===== src/rtl/led_pattern_ctrl.sv =====
// led_pattern_ctrl
//   LED pattern generator. A programmable-rate prescaler produces an advance
//   tick. Each tick steps an NB_LEDS-wide pattern through one of four modes:
//   rotate left, rotate right, ping-pong, or flash. The pattern is then routed
//   to one colour bus, or to all three.
//
// Ports
//   clock    : system clock; all state updates on the rising edge
//   i_reset  : asynchronous, active-high reset
//   i_sw     : [0] enable, [2:1] rate select, [4:3] mode, [6:5] colour
//   o_led    : current pattern register
//   o_led_r  : red bus   (pattern delayed 1 cycle, or 0 if not selected)
//   o_led_g  : green bus (pattern delayed 1 cycle, or 0 if not selected)
//   o_led_b  : blue bus  (pattern delayed 1 cycle, or 0 if not selected)
//   o_tick   : one-cycle pulse, high in the cycle o_led shows a new pattern
module led_pattern_ctrl #(
  parameter int          NB_LEDS    = 4,
  parameter int          NB_COUNTER = 16,
  parameter int unsigned R0_LIMIT   = (1 << NB_COUNTER) - 1,
  parameter int unsigned R1_LIMIT   = R0_LIMIT >> 1,
  parameter int unsigned R2_LIMIT   = R0_LIMIT >> 2,
  parameter int unsigned R3_LIMIT   = R0_LIMIT >> 3
) (
  input  logic               clock,
  input  logic               i_reset,
  input  logic [6:0]         i_sw,
  output logic [NB_LEDS-1:0] o_led,
  output logic [NB_LEDS-1:0] o_led_r,
  output logic [NB_LEDS-1:0] o_led_g,
  output logic [NB_LEDS-1:0] o_led_b,
  output logic               o_tick
);

  localparam logic [NB_COUNTER-1:0] LIM0 = NB_COUNTER'(R0_LIMIT);
  localparam logic [NB_COUNTER-1:0] LIM1 = NB_COUNTER'(R1_LIMIT);
  localparam logic [NB_COUNTER-1:0] LIM2 = NB_COUNTER'(R2_LIMIT);
  localparam logic [NB_COUNTER-1:0] LIM3 = NB_COUNTER'(R3_LIMIT);
  localparam logic [NB_LEDS-1:0]    ONE  = NB_LEDS'(1);

  localparam logic [1:0] M_ROTL  = 2'b00;
  localparam logic [1:0] M_ROTR  = 2'b01;
  localparam logic [1:0] M_PING  = 2'b10;
  localparam logic [1:0] M_FLASH = 2'b11;

  localparam logic DIR_LEFT  = 1'b0;
  localparam logic DIR_RIGHT = 1'b1;

  // switch fields
  logic       sw_en;
  logic [1:0] sw_rate;
  logic [1:0] sw_mode;
  logic [1:0] sw_col;

  assign sw_en   = i_sw[0];
  assign sw_rate = i_sw[2:1];
  assign sw_mode = i_sw[4:3];
  assign sw_col  = i_sw[6:5];

  // state
  logic [NB_COUNTER-1:0] count_q,   count_d;
  logic [NB_LEDS-1:0]    pattern_q, pattern_d;
  logic                  dir_q,     dir_d;
  logic [1:0]            mode_q,    mode_d;
  logic                  tick_q,    tick_d;
  logic [NB_LEDS-1:0]    led_r_q,   led_r_d;
  logic [NB_LEDS-1:0]    led_g_q,   led_g_d;
  logic [NB_LEDS-1:0]    led_b_q,   led_b_d;

  logic [NB_COUNTER-1:0] limit;
  logic                  mode_chg;
  logic                  terminal;
  logic [NB_LEDS-1:0]    pattern_nxt;
  logic                  dir_nxt;

  // rate decode
  always_comb begin
    limit = LIM0;
    unique case (sw_rate)
      2'd0: limit = LIM0;
      2'd1: limit = LIM1;
      2'd2: limit = LIM2;
      2'd3: limit = LIM3;
      default: limit = LIM0;
    endcase
  end

  assign mode_chg = (mode_q != sw_mode);
  // >= so a switch to a faster rate mid-count fires on the next edge
  assign terminal = (count_q >= limit);

  // next pattern for one advance in the registered mode
  always_comb begin
    pattern_nxt = pattern_q;
    dir_nxt     = dir_q;
    unique case (mode_q)
      M_ROTL:  pattern_nxt = {pattern_q[NB_LEDS-2:0], pattern_q[NB_LEDS-1]};
      M_ROTR:  pattern_nxt = {pattern_q[0], pattern_q[NB_LEDS-1:1]};
      M_PING: begin
        // bounce off the ends without repeating the end state
        if (dir_q == DIR_LEFT) begin
          if (pattern_q[NB_LEDS-1]) begin
            pattern_nxt = pattern_q >> 1;
            dir_nxt     = DIR_RIGHT;
          end else begin
            pattern_nxt = pattern_q << 1;
          end
        end else begin
          if (pattern_q[0]) begin
            pattern_nxt = pattern_q << 1;
            dir_nxt     = DIR_LEFT;
          end else begin
            pattern_nxt = pattern_q >> 1;
          end
        end
      end
      M_FLASH: pattern_nxt = ~pattern_q;
      default: pattern_nxt = pattern_q;
    endcase
  end

  // core next-state: mode change wins over enable and terminal count
  always_comb begin
    count_d   = count_q;
    pattern_d = pattern_q;
    dir_d     = dir_q;
    mode_d    = mode_q;
    tick_d    = 1'b0;
    if (mode_chg) begin
      pattern_d = (sw_mode == M_FLASH) ? '1 : ONE;
      count_d   = '0;
      dir_d     = DIR_LEFT;
      mode_d    = sw_mode;
    end else if (sw_en) begin
      if (terminal) begin
        count_d   = '0;
        pattern_d = pattern_nxt;
        dir_d     = dir_nxt;
        tick_d    = 1'b1;
      end else begin
        count_d = count_q + NB_COUNTER'(1);
      end
    end
  end

  // colour routing, registered from the current pattern
  always_comb begin
    led_r_d = ((sw_col == 2'b00) || (sw_col == 2'b11)) ? pattern_q : '0;
    led_g_d = ((sw_col == 2'b01) || (sw_col == 2'b11)) ? pattern_q : '0;
    led_b_d = ((sw_col == 2'b10) || (sw_col == 2'b11)) ? pattern_q : '0;
  end

  always_ff @(posedge clock or posedge i_reset) begin
    if (i_reset) begin
      count_q   <= '0;
      pattern_q <= ONE;
      dir_q     <= DIR_LEFT;
      mode_q    <= M_ROTL;
      tick_q    <= 1'b0;
      led_r_q   <= '0;
      led_g_q   <= '0;
      led_b_q   <= '0;
    end else begin
      count_q   <= count_d;
      pattern_q <= pattern_d;
      dir_q     <= dir_d;
      mode_q    <= mode_d;
      tick_q    <= tick_d;
      led_r_q   <= led_r_d;
      led_g_q   <= led_g_d;
      led_b_q   <= led_b_d;
    end
  end

  assign o_led   = pattern_q;
  assign o_led_r = led_r_q;
  assign o_led_g = led_g_q;
  assign o_led_b = led_b_q;
  assign o_tick  = tick_q;

endmodule

===== config.mk =====
export PLATFORM = sky130hd
export DESIGN_NAME = led_pattern_ctrl
export DESIGN_NICKNAME = d
export VERILOG_FILES = /design/src/rtl/led_pattern_ctrl.sv
export SDC_FILE = /design/constraint.sdc
export NUM_CORES = 1
export LEC_CHECK = 0
export ABC_AREA = 1
export BUFFER_PORTS_ARGS = -buffer_cell sky130_fd_sc_hd__buf_2
export CAP_MARGIN = 0
export CORE_ASPECT_RATIO = 1.5
export CORE_MARGIN = 2
export CORE_UTILIZATION = 62
export CTS_CLUSTER_SIZE = 24
export DETAILED_ROUTE_END_ITERATION = 8
export PLACE_DENSITY = 0.85
export SLEW_MARGIN = 20
export SYNTH_ARGS = -nofsm -noshare
export SYNTH_HDL_FRONTEND = slang
export SYNTH_SLANG_ARGS = --single-unit

===== constraint.sdc =====
create_clock -name clock -period 3.9 [get_ports clock]
set_clock_uncertainty 0.2 [all_clocks]
set_input_delay 0.585 -clock clock [delete_from_list [all_inputs] [get_ports clock]]
set_output_delay 0.585 -clock clock [all_outputs]
set_load 0.02 [all_outputs]

==> results of run 1 <==
state kept, by name, summed over array words and instances (netlist names):
signal   flops
dir_q        1
o_led_b      4
mode_q       2
o_led        4
o_tick       1
count_q     16
o_led_r      4
o_led_g      4
cells in the final DEF, fill, tap and decap left out, types with 5 or more instances in the layout:
cell type and n:
sky130_fd_sc_hd__buf_2 25, sky130_fd_sc_hd__clkbuf_8 5, sky130_fd_sc_hd__dfrtp_1 35, sky130_fd_sc_hd__ha_1 6
sky130_fd_sc_hd__inv_1 40, sky130_fd_sc_hd__nand2_1 87, sky130_fd_sc_hd__nand2_2 10, sky130_fd_sc_hd__nand2_4 5
sky130_fd_sc_hd__nand3_1 19, sky130_fd_sc_hd__nand4_1 6, sky130_fd_sc_hd__nor2_1 30, sky130_fd_sc_hd__xor2_1 7
synth_stat cells:
cell type	n	share of area, %
sky130_fd_sc_hd__nand3_2	1	0.49
sky130_fd_sc_hd__dfrtp_1	35	42
sky130_fd_sc_hd__o21bai_1	1	0.36
sky130_fd_sc_hd__nor2_2	3	0.91
sky130_fd_sc_hd__nand2_1	87	16
sky130_fd_sc_hd__buf_6	2	1.1
sky130_fd_sc_hd__a31oi_1	1	0.30
sky130_fd_sc_hd__inv_1	40	7.3
sky130_fd_sc_hd__nand3b_4	1	0.97
sky130_fd_sc_hd__or2_2	1	0.30
sky130_fd_sc_hd__clkbuf_1	4	0.73
sky130_fd_sc_hd__nand2_2	10	3.0
sky130_fd_sc_hd__xor2_1	7	3.0
sky130_fd_sc_hd__nor3_2	1	0.49
sky130_fd_sc_hd__nor3_1	3	0.73
sky130_fd_sc_hd__nand2_4	5	2.7
sky130_fd_sc_hd__nor2_1	30	5.5
sky130_fd_sc_hd__nor3b_1	1	0.36
sky130_fd_sc_hd__inv_6	1	0.42
sky130_fd_sc_hd__o21ai_0	2	0.49
sky130_fd_sc_hd__o22ai_1	1	0.30
sky130_fd_sc_hd__xnor2_1	1	0.42
sky130_fd_sc_hd__ha_1	6	3.6
sky130_fd_sc_hd__nand3_1	19	4.6
sky130_fd_sc_hd__inv_2	3	0.55
sky130_fd_sc_hd__nand4_1	6	1.8
sky130_fd_sc_hd__dfstp_2	1	1.3
path summary, 6_finish.rpt:
check	startpoint	endpoint	slack, ns	depth (start not counted)
max reg2reg	count_q[15]$_DFFE_PP0P_	count_q[10]$_DFFE_PP0P_	2.04	8
min reg2reg	o_led[0]$_DFFE_PP1P_	o_led[0]$_DFFE_PP1P_	0.34	2
max in group asynchronous	i_reset	o_led[0]$_DFFE_PP1P_	2.64	3
min in group clock	i_sw[3]	mode_q[0]$_DFFE_PP0N_	0.24	1
min	i_reset	o_led_r[0]$_DFF_PP0_	0.12	2
max	i_sw[2]	count_q[10]$_DFFE_PP0P_	1.79	10
area by class of cell:
type / instances / area, sq um / share of cell area (%)
Tap cell: 40 / 50.0 / 2.16
Timing Repair Buffer: 26 / 133 / 5.72
Multi-Input combinational cell: 187 / 953 / 41.1
Sequential cell: 36 / 902 / 38.9
Clock buffer: 5 / 68.8 / 2.97
Clock inverter: 3 / 42.5 / 1.83
Inverter: 44 / 170 / 7.34
power by group:
| part | internal (mW) | switching [mW] |
|---|---|---|
| Sequential | 0.394 | 0.0203 |
| Clock | 0.189 | 0.137 |
| Combinational | 0.0404 | 0.0874 |
metal layers:
| layer | vias up | track usage, % |
|---|---|---|
| met4 | 0 | 13.5 |
| met3 | 11 | 3.17 |
| li1 | 884 | - |
| met2 | 28 | 45.6 |
| met1 | 819 | 29.1 |
| met5 | - | 0 |
per-stage QoR:
stage	cells	total power [mW]	cell area (sq um)	hold WS, ns	setup WS, ns
6_report	341	0.867	2320	0.120	1.79
5_1_grt	341	0.902	2320	0.185	1.69
4_1_cts	341	0.875	2320	0.129	1.78
3_5_place_dp	333	0.548	2210	0.314	1.47
3_3_place_gp	333	0.545	2210	0.309	1.52
2_1_floorplan	273	0.508	2060	0.274	1.66
cells by family after synthesis:
family	Yosys count	synth area share, %
xor+xnor	8	3.40
fa+ha+maj	6	3.64
flops	36	43.7
buf+inv	50	10.1
compound gates	5	1.46
simple gates	168	37.7
==> qor.txt, run 1 <==
Shortest period the worst path allows -> 2.11 ns
Setup TNS Final -> 0 ns
Global placer's final weighted congestion -> 0.846
Number of antenna violations at the first check in global routing -> 0
Count of cell types in the netlist -> 27
WP buf/inv -> 2
Clock Tree Root -> sky130_fd_sc_hd__clkbuf_8
Mean instance size in the synthesized netlist -> 7.56 sq um
Clock Sinks -> 36
WS Path Type -> in -> reg
Arrival time worst endpoint -> 2.13 ns
Net count after synthesis -> 288
Clock slew at reported path FFs -> 0.08 ns
PD cells -> 374 mW/mm^2
Max stage delay cell, worst path -> sky130_fd_sc_hd__or2_2
Clk buf depth -> 2
Count of endpoints failing hold in the final timing report -> 0
Yosys reg bits -> 36
Pin count of the biggest net entering global routing -> 23
Wire length reported by the detailed router -> 4260 um
Worst relative slew slack -> 63.9%
Post-Synthesis Cells -> 273
Inserted Clock Buffers -> 5
Share of the core filled with cells in the final layout -> 73.4%
DRC violation total after the first TritonRoute iteration -> 52
Leakage power total -> 1.33 nW
Layout net count -> 315
Critical path cell sequence -> buf_2 -> or2_2 -> ha_1 -> nand2_1 -> inv_1 -> nor3_2 -> nand3_2 -> nand2_2 -> nand2_1 -> nor2_1
Fraction of the cycle the final worst path needs -> 54.1%
Fraction of layout cells with a size suffix above 1 -> 20.3%
Total standard cell area after synthesis -> 0.00206 sq mm
Average wire per cell in the routed design -> 12.5 um
CTS resizes -> 0
Overflow after GRT -> 0
Met3 wire length -> 89 um
Standard-cell row count -> 25
First-pass GRT wire length -> 7110 um
Startpoint kind of the worst setup timing path -> input port
CP endpoint kind -> flop
Clock latency on the worst-skew pair -> 0.29 ns
Post-CTS Setup Bufs -> 0
Met2 layer wire length in the routed design -> 2330 um
Die X -> 51.1 um
Clock tree from TritonCTS -> yes
Overall routing resource usage -> 25.3%
Longest individual stage delay on the worst path -> 0.29 ns
Starting utilization of the core area -> 65.3%
Run status -> finished clean
Fmax -> 474 MHz
Warnings, synthesis -> 0
Unrepaired setup endpoints after global routing -> no
Detail Route Antenna Nets -> 0
Share of synthesized area occupied by flip-flops and latches -> 43.7%
Standard cell core area -> 0.00316 sq mm
Category of cells accounting for the largest share of critical-path delay -> simple AND/OR/NAND/NOR gates
Remaining DRCs -> 0
CP most frequent cell -> sky130_fd_sc_hd__nand2_1
Fill cell count -> 251
Vertical die dimension -> 74.7 um
Top fanout value on the critical path -> 7
Worst hold path type -> in -> async
Req. time, crit path -> 3.92 ns
Peak VDD IR -> 0.303 mV
Count of hold-fix buffers inserted at cts -> 0
Average via count per standard cell -> 5.11
Area growth from synthesis to layout -> 12.4%
Die area -> 0.00381 sq mm
Initial DRT Pass Iterations -> 4
Transition time at the pin with the least slew margin -> 0.541 ns
Overall via count from detail_route -> 1742
Number of global-route vias before repair -> 1663
Metal1 wirelength -> 1740 um
Count of maximum capacitance violations -> 0
Top routing layer in use -> met4
N_diodes -> 0
CTS HTree Levels -> 2
Total setup violations reported at the end of the flow -> 0
Port buffer count -> 25
Sum of net half-perimeters after detailed placement -> 3210 um
I/O pins -> 26
Total count of max-transition violations in the final report -> 0
Note: power is estimated with default switching activity, not from simulation.
==> inputs of run 2 (changes only) <==
--- a/config.mk
+++ b/config.mk
@@ -5,15 +5,15 @@
 export SDC_FILE = /design/constraint.sdc
 export NUM_CORES = 1
 export LEC_CHECK = 0
-export ABC_AREA = 1
+export ABC_AREA = 0
 export BUFFER_PORTS_ARGS = -buffer_cell sky130_fd_sc_hd__buf_2
 export CAP_MARGIN = 0
 export CORE_ASPECT_RATIO = 1.5
 export CORE_MARGIN = 2
-export CORE_UTILIZATION = 62
+export CORE_UTILIZATION = 57
 export CTS_CLUSTER_SIZE = 24
 export DETAILED_ROUTE_END_ITERATION = 8
-export PLACE_DENSITY = 0.85
+export PLACE_DENSITY = 0.79
 export SLEW_MARGIN = 20
 export SYNTH_ARGS = -nofsm -noshare
 export SYNTH_HDL_FRONTEND = slang
==> constraint.sdc (replaced) <==
create_clock -name clock -period 1.94 [get_ports clock]
set_clock_uncertainty 0.2 [all_clocks]
set_input_delay 0.291 -clock clock [delete_from_list [all_inputs] [get_ports clock]]
set_output_delay 0.291 -clock clock [all_outputs]
set_load 0.02 [all_outputs]
==> qor.txt, run 2 <==
Run status -> complete, but fails checks
Violated checks -> setup timing
Net count after synthesis -> 222 (-23%)
DRC violation total after the first TritonRoute iteration -> 83 (+60%)
Die area -> 0.00385 sq mm (+0.93%)
Sum of net half-perimeters after detailed placement -> 3590 um (+12%)
Endpoint of the most critical register-to-register path -> count_q[8]$_DFFE_PP0P_
CTS HTree Levels -> 2 (unchanged)
Cell count of the worst reg-to-reg path -> 6 (-2)
Warnings, synthesis -> 0 (unchanged)
Leakage power total -> 1.25 nW (-6.6%)
I/O pins -> 26 (unchanged)
Met2 layer wire length in the routed design -> 2920 um (+25%)
Count of cell types in the netlist -> 43 (+59%)
Unrepaired setup endpoints after global routing -> yes
CP endpoint kind -> flop
Overall via count from detail_route -> 1905 (+9.4%)
Worst reg2reg startpoint -> count_q[14]$_DFFE_PP0P_
Clock Tree Root -> sky130_fd_sc_hd__clkbuf_8
Clock slew at reported path FFs -> 0.07 ns (about the same)
First-pass GRT wire length -> 8550 um (+20%)
Startpoint kind of the worst setup timing path -> flop
Worst hold path type -> in -> reg
Arrival time worst endpoint -> 2.34 ns (+0.21 ns)
Metal1 wirelength -> 1930 um (+11%)
Number of antenna violations at the first check in global routing -> 0 (unchanged)
Peak VDD IR -> 0.538 mV (+78%)
Standard-cell row count -> 25 (unchanged)
Average wire per cell in the routed design -> 17.3 um (+39%)
Critical Path Source -> count_q[14]$_DFFE_PP0P_
Port buffer count -> 25 (unchanged)
Dominant cells by area after synthesis -> sky130_fd_sc_hd__dfrtp_1 (46%), sky130_fd_sc_hd__a21oi_1 (4.2%), sky130_fd_sc_hd__ha_1 (3.9%)
Yosys reg bits -> 36 (unchanged)
Req. time, crit path -> 1.96 ns (-1.96 ns)
Overall routing resource usage -> 30.1% (+4.8 points)
Clk buf depth -> 2 (unchanged)
WS Path Type -> reg -> reg
Fmax -> 431 MHz
Detail Route Antenna Nets -> 0 (unchanged)
Post-Synthesis Cells -> 207 (-24%)
Share of synthesized area occupied by flip-flops and latches -> 47.1% (+3.4 points)
Top flip-flop cell by instance count after synthesis -> sky130_fd_sc_hd__dfrtp_1
Total power draw -> 1.70 mW (+96%)
Transition time at the pin with the least slew margin -> 0.563 ns (+0.0217 ns)
Wire length reported by the detailed router -> 5440 um (+28%)
Shortest period the worst path allows -> 2.32 ns
Clock Sinks -> 36 (unchanged)
Ys async rst share -> 100% (unchanged)
Top routing layer in use -> met4
Area growth from synthesis to layout -> 36.1%
Worst relative slew slack -> 62.3% (-1.6 points)
Total standard cell area after synthesis -> 0.00192 sq mm (-7.2%)
Reg2reg setup slack -> -0.38 ns (-2.42 ns)
Average via count per standard cell -> 6.07 (+19%)
Commonest non-fill, non-tap cell in the layout -> sky130_fd_sc_hd__buf_4
Initial DRT Pass Iterations -> 5 (+1)
Inserted Clock Buffers -> 5 (unchanged)
Met3 wire length -> 324 um (+260%)
Starting utilization of the core area -> 60.0% (-5.3 points)
Number of enable flip-flop cells after synthesis -> 0 (unchanged)
Yosys top cell area share -> 45.7% (+3.3 points)
PD cells -> 653 mW/mm^2 (+75%)
Clock latency on the worst-skew pair -> 0.29 ns (about the same)
Register name with the most flops -> count_q
Clock tree from TritonCTS -> yes
Commonest cells post-synth -> sky130_fd_sc_hd__dfrtp_1 (35), sky130_fd_sc_hd__a21oi_1 (16), sky130_fd_sc_hd__o21ai_0 (15)
Number of cells in the design after placement -> 294 (-12%)
Global placer's final weighted congestion -> 0.909 (+7.4%)
Mean instance size in the synthesized netlist -> 9.25 sq um (+22%)
Standard cell core area -> 0.00319 sq mm (+0.99%)
Commonest cells after routing, fill and taps aside -> sky130_fd_sc_hd__buf_4 (41), sky130_fd_sc_hd__dfrtp_1 (35), sky130_fd_sc_hd__buf_2 (25)
Layout net count -> 288 (-8.6%)
Number of global-route vias before repair -> 1899 (+14%)
Vertical die dimension -> 75 um (+0.47%)
Fraction of the cycle the final worst path needs -> 120%
Fraction of layout cells with a size suffix above 1 -> 34.7% (+14 points)
Pin count of the biggest net entering global routing -> 37 (+61%)
Count of endpoints failing hold in the final timing report -> 0 (unchanged)
Remaining DRCs -> 0 (unchanged)
Setup TNS Final -> -5.36 ns (-5.36 ns)
Total count of max-transition violations in the final report -> 0 (unchanged)
Die X -> 51.3 um (+0.46%)
Count of placed standard cells in the final layout, fillers left out -> 314 (-7.9%)
Top fanout value on the critical path -> 6 (-1)
Worst setup slack after layout -> -0.378 ns (-2.17 ns)
N_diodes -> 0 (unchanged)
Top cell type by total area after synthesis -> sky130_fd_sc_hd__dfrtp_1
Total setup violations reported at the end of the flow -> 21 (+21)
Largest register FFs -> 16 (unchanged)
Most instantiated library cell after synthesis -> sky130_fd_sc_hd__dfrtp_1
Count of maximum capacitance violations -> 0 (unchanged)
Overflow after GRT -> 0 (unchanged)
Worst setup path endpoint -> count_q[8]$_DFFE_PP0P_
[run 2: repair_timing]
action / CTS / global route
setup buffers: 5 / 4
hold buffers: 2 / 0
pin swaps: 6 / 7
cloned: 1 / 0
endpoints found under the hold margin: 36 / 0
setup endpoints to repair: 21 / 22
gates resized for setup: 14 / 14
[run 2: layer usage]
layer / up-vias / global-route usage, %
met5: - / 0
met4: 0 / 17.5
met3: 29 / 5.75
met2: 105 / 56.4
met1: 894 / 30.8
li1: 877 / -
[run 2: kinds of logic (layout without fill, tap and decap cells)]
logic type               Yosys count  in the layout  share of synthesized area [%]
AND/OR/NAND/NOR                   87             88                           25.3
adder cells (fa/ha/maj)            6              6                           3.92
XOR/XNOR                           4              4                           1.83
AO/OA/AOI/OAI                     48             48                           15.3
buffers and inverters             23             89                           4.90
flip-flops                        36             36                           47.1
multiplexers                       3              3                           1.57
[run 2: through the flow]
step	worst slack (ns)	cell area (sq um)	hold slack (ns)	utilization, %
4_1_cts	-0.357	2510	0.0254	78.7
3_3_place_gp	-0.481	2310	0.203	72.5
2_1_floorplan	-0.463	1940	0.189	-
5_1_grt	-0.446	2610	0.0344	81.7
3_5_place_dp	-0.597	2310	0.226	72.5
6_report	-0.378	2610	0.0445	81.7
[run 2: worst min-delay path by stage]
stage,slack [ns],from,to,depth (start not counted)
3_3_place_gp,0.20,i_reset,o_led_r[2]$_DFF_PP0_,3
6_report,0.04,i_sw[5],o_led_g[3]$_DFF_PP0_,2
5_1_grt,0.03,i_sw[3],mode_q[0]$_DFFE_PP0N_,2
4_1_cts,0.03,i_sw[3],mode_q[0]$_DFFE_PP0N_,2
3_5_place_dp,0.23,i_reset,o_led[1]$_DFFE_PP0P_,3
2_1_floorplan,0.19,i_sw[3],mode_q[0]$_DFFE_PP0N_,1
[run 2: power breakdown]
part | switching [mW] | total [mW] | internal, mW
clock | 0.280 | 0.530 | 0.250
combinational | 0.210 | 0.350 | 0.141
sequential | 0.0301 | 0.821 | 0.791
[run 2: area by class of cell]
type / instances / area, sq um
inverters: 11 / 41.3
repair buffers: 70 / 475
clock inverters: 3 / 18.8
fillers: 188 / 584
multi-input cells: 149 / 1050
clock buffers: 5 / 68.8
well taps: 40 / 50.0
flip-flops and latches: 36 / 902
[run 2: worst max-delay path: stages (launching register included)]
cell and delay, ns:
sky130_fd_sc_hd__dfrtp_1 0.41, sky130_fd_sc_hd__ha_4 0.23, sky130_fd_sc_hd__a21o_1 0.17, sky130_fd_sc_hd__a21o_1 0.23, sky130_fd_sc_hd__or4_4 0.60, sky130_fd_sc_hd__or3_4 0.35
sky130_fd_sc_hd__o21ai_2 0.06
==> inputs of run 3 (changes only) <==
--- a/config.mk
+++ b/config.mk
@@ -8,12 +8,13 @@
 export ABC_AREA = 0
 export BUFFER_PORTS_ARGS = -buffer_cell sky130_fd_sc_hd__buf_2
 export CAP_MARGIN = 0
-export CORE_ASPECT_RATIO = 1.5
+export CELL_PAD_IN_SITES_DETAIL_PLACEMENT = 1
+export CELL_PAD_IN_SITES_GLOBAL_PLACEMENT = 1
 export CORE_MARGIN = 2
-export CORE_UTILIZATION = 57
+export CORE_UTILIZATION = 43
 export CTS_CLUSTER_SIZE = 24
 export DETAILED_ROUTE_END_ITERATION = 8
-export PLACE_DENSITY = 0.79
+export PLACE_DENSITY_LB_ADDON = 0.1
 export SLEW_MARGIN = 20
 export SYNTH_ARGS = -nofsm -noshare
 export SYNTH_HDL_FRONTEND = slang
==> qor.txt, run 3 (same netlist as run 2, synthesis figures left out) <==
Overall routing resource usage -> 25.8% (-4.3 points)
Final-layout worst hold slack -> 0.0280 ns (-0.0165 ns)
First-pass GRT wire length -> 10300 um (+20%)
Worst setup slack after layout -> -0.374 ns (+0.00453 ns)
Standard-cell row count -> 24 (-4.0%)
Wire length reported by the detailed router -> 6850 um (+26%)
Number of global-route vias before repair -> 2098 (+10%)
I/O pins -> 26 (unchanged)
DRC violation total after the first TritonRoute iteration -> 131 (+58%)
Port buffer count -> 25 (unchanged)
Sequential cell area in the final layout -> 902 sq um (unchanged)
Average via count per standard cell -> 5.97 (-1.7%)
Count of maximum capacitance violations -> 0 (unchanged)
WS Path Type -> reg -> reg
Arrival time worst endpoint -> 2.32 ns (-0.02 ns)
CTS HTree Levels -> 2 (unchanged)
Starting utilization of the core area -> 44.3% (-16 points)
Critical path cell sequence -> ha_4 -> a21o_1 -> a21o_1 -> or4_4 -> or3_1 -> o21ai_1
Longest individual stage delay on the worst path -> 0.59 ns (about the same)
Leakage power total -> 1.28 nW (+2.7%)
Req. time, crit path -> 1.95 ns (about the same)
Violated checks -> setup timing
Transition time at the pin with the least slew margin -> 0.458 ns (-0.105 ns)
Remaining DRCs -> 0 (unchanged)
PD cells -> 680 mW/mm^2 (+4.1%)
Startpoint kind of the worst setup timing path -> flop
Clock latency on the worst-skew pair -> 0.29 ns (about the same)
Average wire per cell in the routed design -> 21.0 um (+21%)
Fmax -> 432 MHz (+0.20%)
Total setup violations reported at the end of the flow -> 21 (unchanged)
Die area -> 0.00500 sq mm (+30%)
Clock slew at reported path FFs -> 0.08 ns (about the same)
Largest register FFs -> 16 (unchanged)
Overall via count from detail_route -> 1951 (+2.4%)
Clk buf depth -> 2 (unchanged)
Total power draw -> 1.87 mW (+9.7%)
Setup slack at placement -> -0.632 ns (-0.0348 ns)
Detail Route Antenna Nets -> 0 (unchanged)
Vertical die dimension -> 70.7 um (-5.7%)
Area growth from synthesis to layout -> 43.4%
Shortest period the worst path allows -> 2.31 ns (-0.00453 ns)
Initial DRT Pass Iterations -> 4 (-1)
Count of endpoints failing hold in the final timing report -> 0 (unchanged)
Pin count of the biggest net entering global routing -> 37 (unchanged)
Clock Sinks -> 36 (unchanged)
Fraction of the cycle the final worst path needs -> 119% (-0.23 points)
CP most frequent cell -> sky130_fd_sc_hd__a21o_1
Area of the multi-input gates -> 0.00111 sq mm (+5.8%)
Standard cell core area -> 0.00432 sq mm (+36%)
Commonest cells after routing, fill and taps aside -> sky130_fd_sc_hd__buf_4 (38), sky130_fd_sc_hd__dfrtp_1 (35), sky130_fd_sc_hd__buf_2 (25)
Worst relative slew slack -> 69.5% (+7.2 points)
N_diodes -> 0 (unchanged)
Peak VDD IR -> 0.593 mV (+10%)
Fraction of layout cells with a size suffix above 1 -> 39.6% (+5.0 points)
Sum of net half-perimeters after detailed placement -> 4130 um (+15%)
Number of antenna violations at the first check in global routing -> 0 (unchanged)
Inserted Clock Buffers -> 5 (unchanged)
CP endpoint kind -> flop
Max stage delay cell, worst path -> sky130_fd_sc_hd__or4_4
Die X -> 70.7 um (+38%)
Register name with the most flops -> count_q
Global placer's final weighted congestion -> 0.832 (-8.5%)
Clock tree from TritonCTS -> yes
Run status -> complete, but fails checks
Total count of max-transition violations in the final report -> 0 (unchanged)
Fill cell count -> 493 (+160%)
Top fanout value on the critical path -> 5 (-1)
Clock Tree Root -> sky130_fd_sc_hd__clkbuf_8
Worst hold path type -> in -> reg
Commonest non-fill, non-tap cell in the layout -> sky130_fd_sc_hd__buf_4
Overflow after GRT -> 0 (unchanged)
Layout net count -> 289 (+0.35%)
Unrepaired setup endpoints after global routing -> yes
[run 3: final timing paths]
kind                                              start                endpoint  slack (ns)  cells after the start
worst max-delay path            count_q[14]$_DFFE_PP0P_  count_q[8]$_DFFE_PP0P_       -0.37                      6
worst max register to register  count_q[14]$_DFFE_PP0P_  count_q[8]$_DFFE_PP0P_       -0.37                      6
worst min-delay path                            i_sw[4]   mode_q[1]$_DFFE_PP0N_        0.03                      2
min in group asynchronous                       i_reset  count_q[9]$_DFFE_PP0P_        0.45                      4
max in group asynchronous                       i_reset    o_led[0]$_DFFE_PP1P_        0.74                      4
worst min register to register     o_led[1]$_DFFE_PP0P_    o_led_g[1]$_DFF_PP0_        0.39                      2
[run 3: final cells by class]
cell class / count / area share [%]
clock buffers: 5 / 2.50
multi-input cells: 149 / 40.4
well taps: 52 / 2.37
inverters: 11 / 1.50
repair buffers: 71 / 18.8
clock inverters: 3 / 1.55
flip-flops and latches: 36 / 32.8
[run 3: where the power goes]
part | total [mW] | switching [mW] | leakage (nW) | internal (mW)
Sequential | 0.823 | 0.0315 | 0.476 | 0.791
Combinational | 0.386 | 0.232 | 0.749 | 0.154
Clock | 0.659 | 0.279 | 0.0541 | 0.380
Total | 1.87 | 0.542 | 1.28 | 1.32
[run 3: what timing repair did]
action                                  CTS  global route
endpoints found under the hold margin    35             0
resized for setup                        20            27
endpoints found under the setup margin   21            22
gates cloned                              1             0
hold buffers                              1             0
pin swaps                                 9            17
buffers inserted                          3             6
[run 3: stage by stage]
stage / instances / util (%) / setup TNS [ns] / area, sq um
6_report: 327 / 63.5 / -5.29 / 2750
5_1_grt: 327 / 63.5 / -6.47 / 2750
4_1_cts: 321 / 59.8 / -4.73 / 2580
3_5_place_dp: 308 / 54.2 / -9.52 / 2340
3_3_place_gp: 308 / 54.2 / -8.37 / 2340
2_1_floorplan: 207 / - / -5.05 / 1940
[run 3: worst max-delay path: cells and delay by family (launching register included)]
kind                     cells  cell delay [ns]
AO/OA/AOI/OAI                3             0.46
adder cells (fa/ha/maj)      1             0.23
flip-flops                   1             0.42
AND/OR/NAND/NOR              2             0.92
[run 3: per-layer routing]
layer / vias up / wire length (um) / global-route usage [%]
li1: 880 / - / -
met5: - / 0 / 0
met1: 998 / 2760 / 31.5
met3: 11 / 288 / 3.85
met4: 0 / 112 / 7.13
met2: 62 / 3690 / 47.2
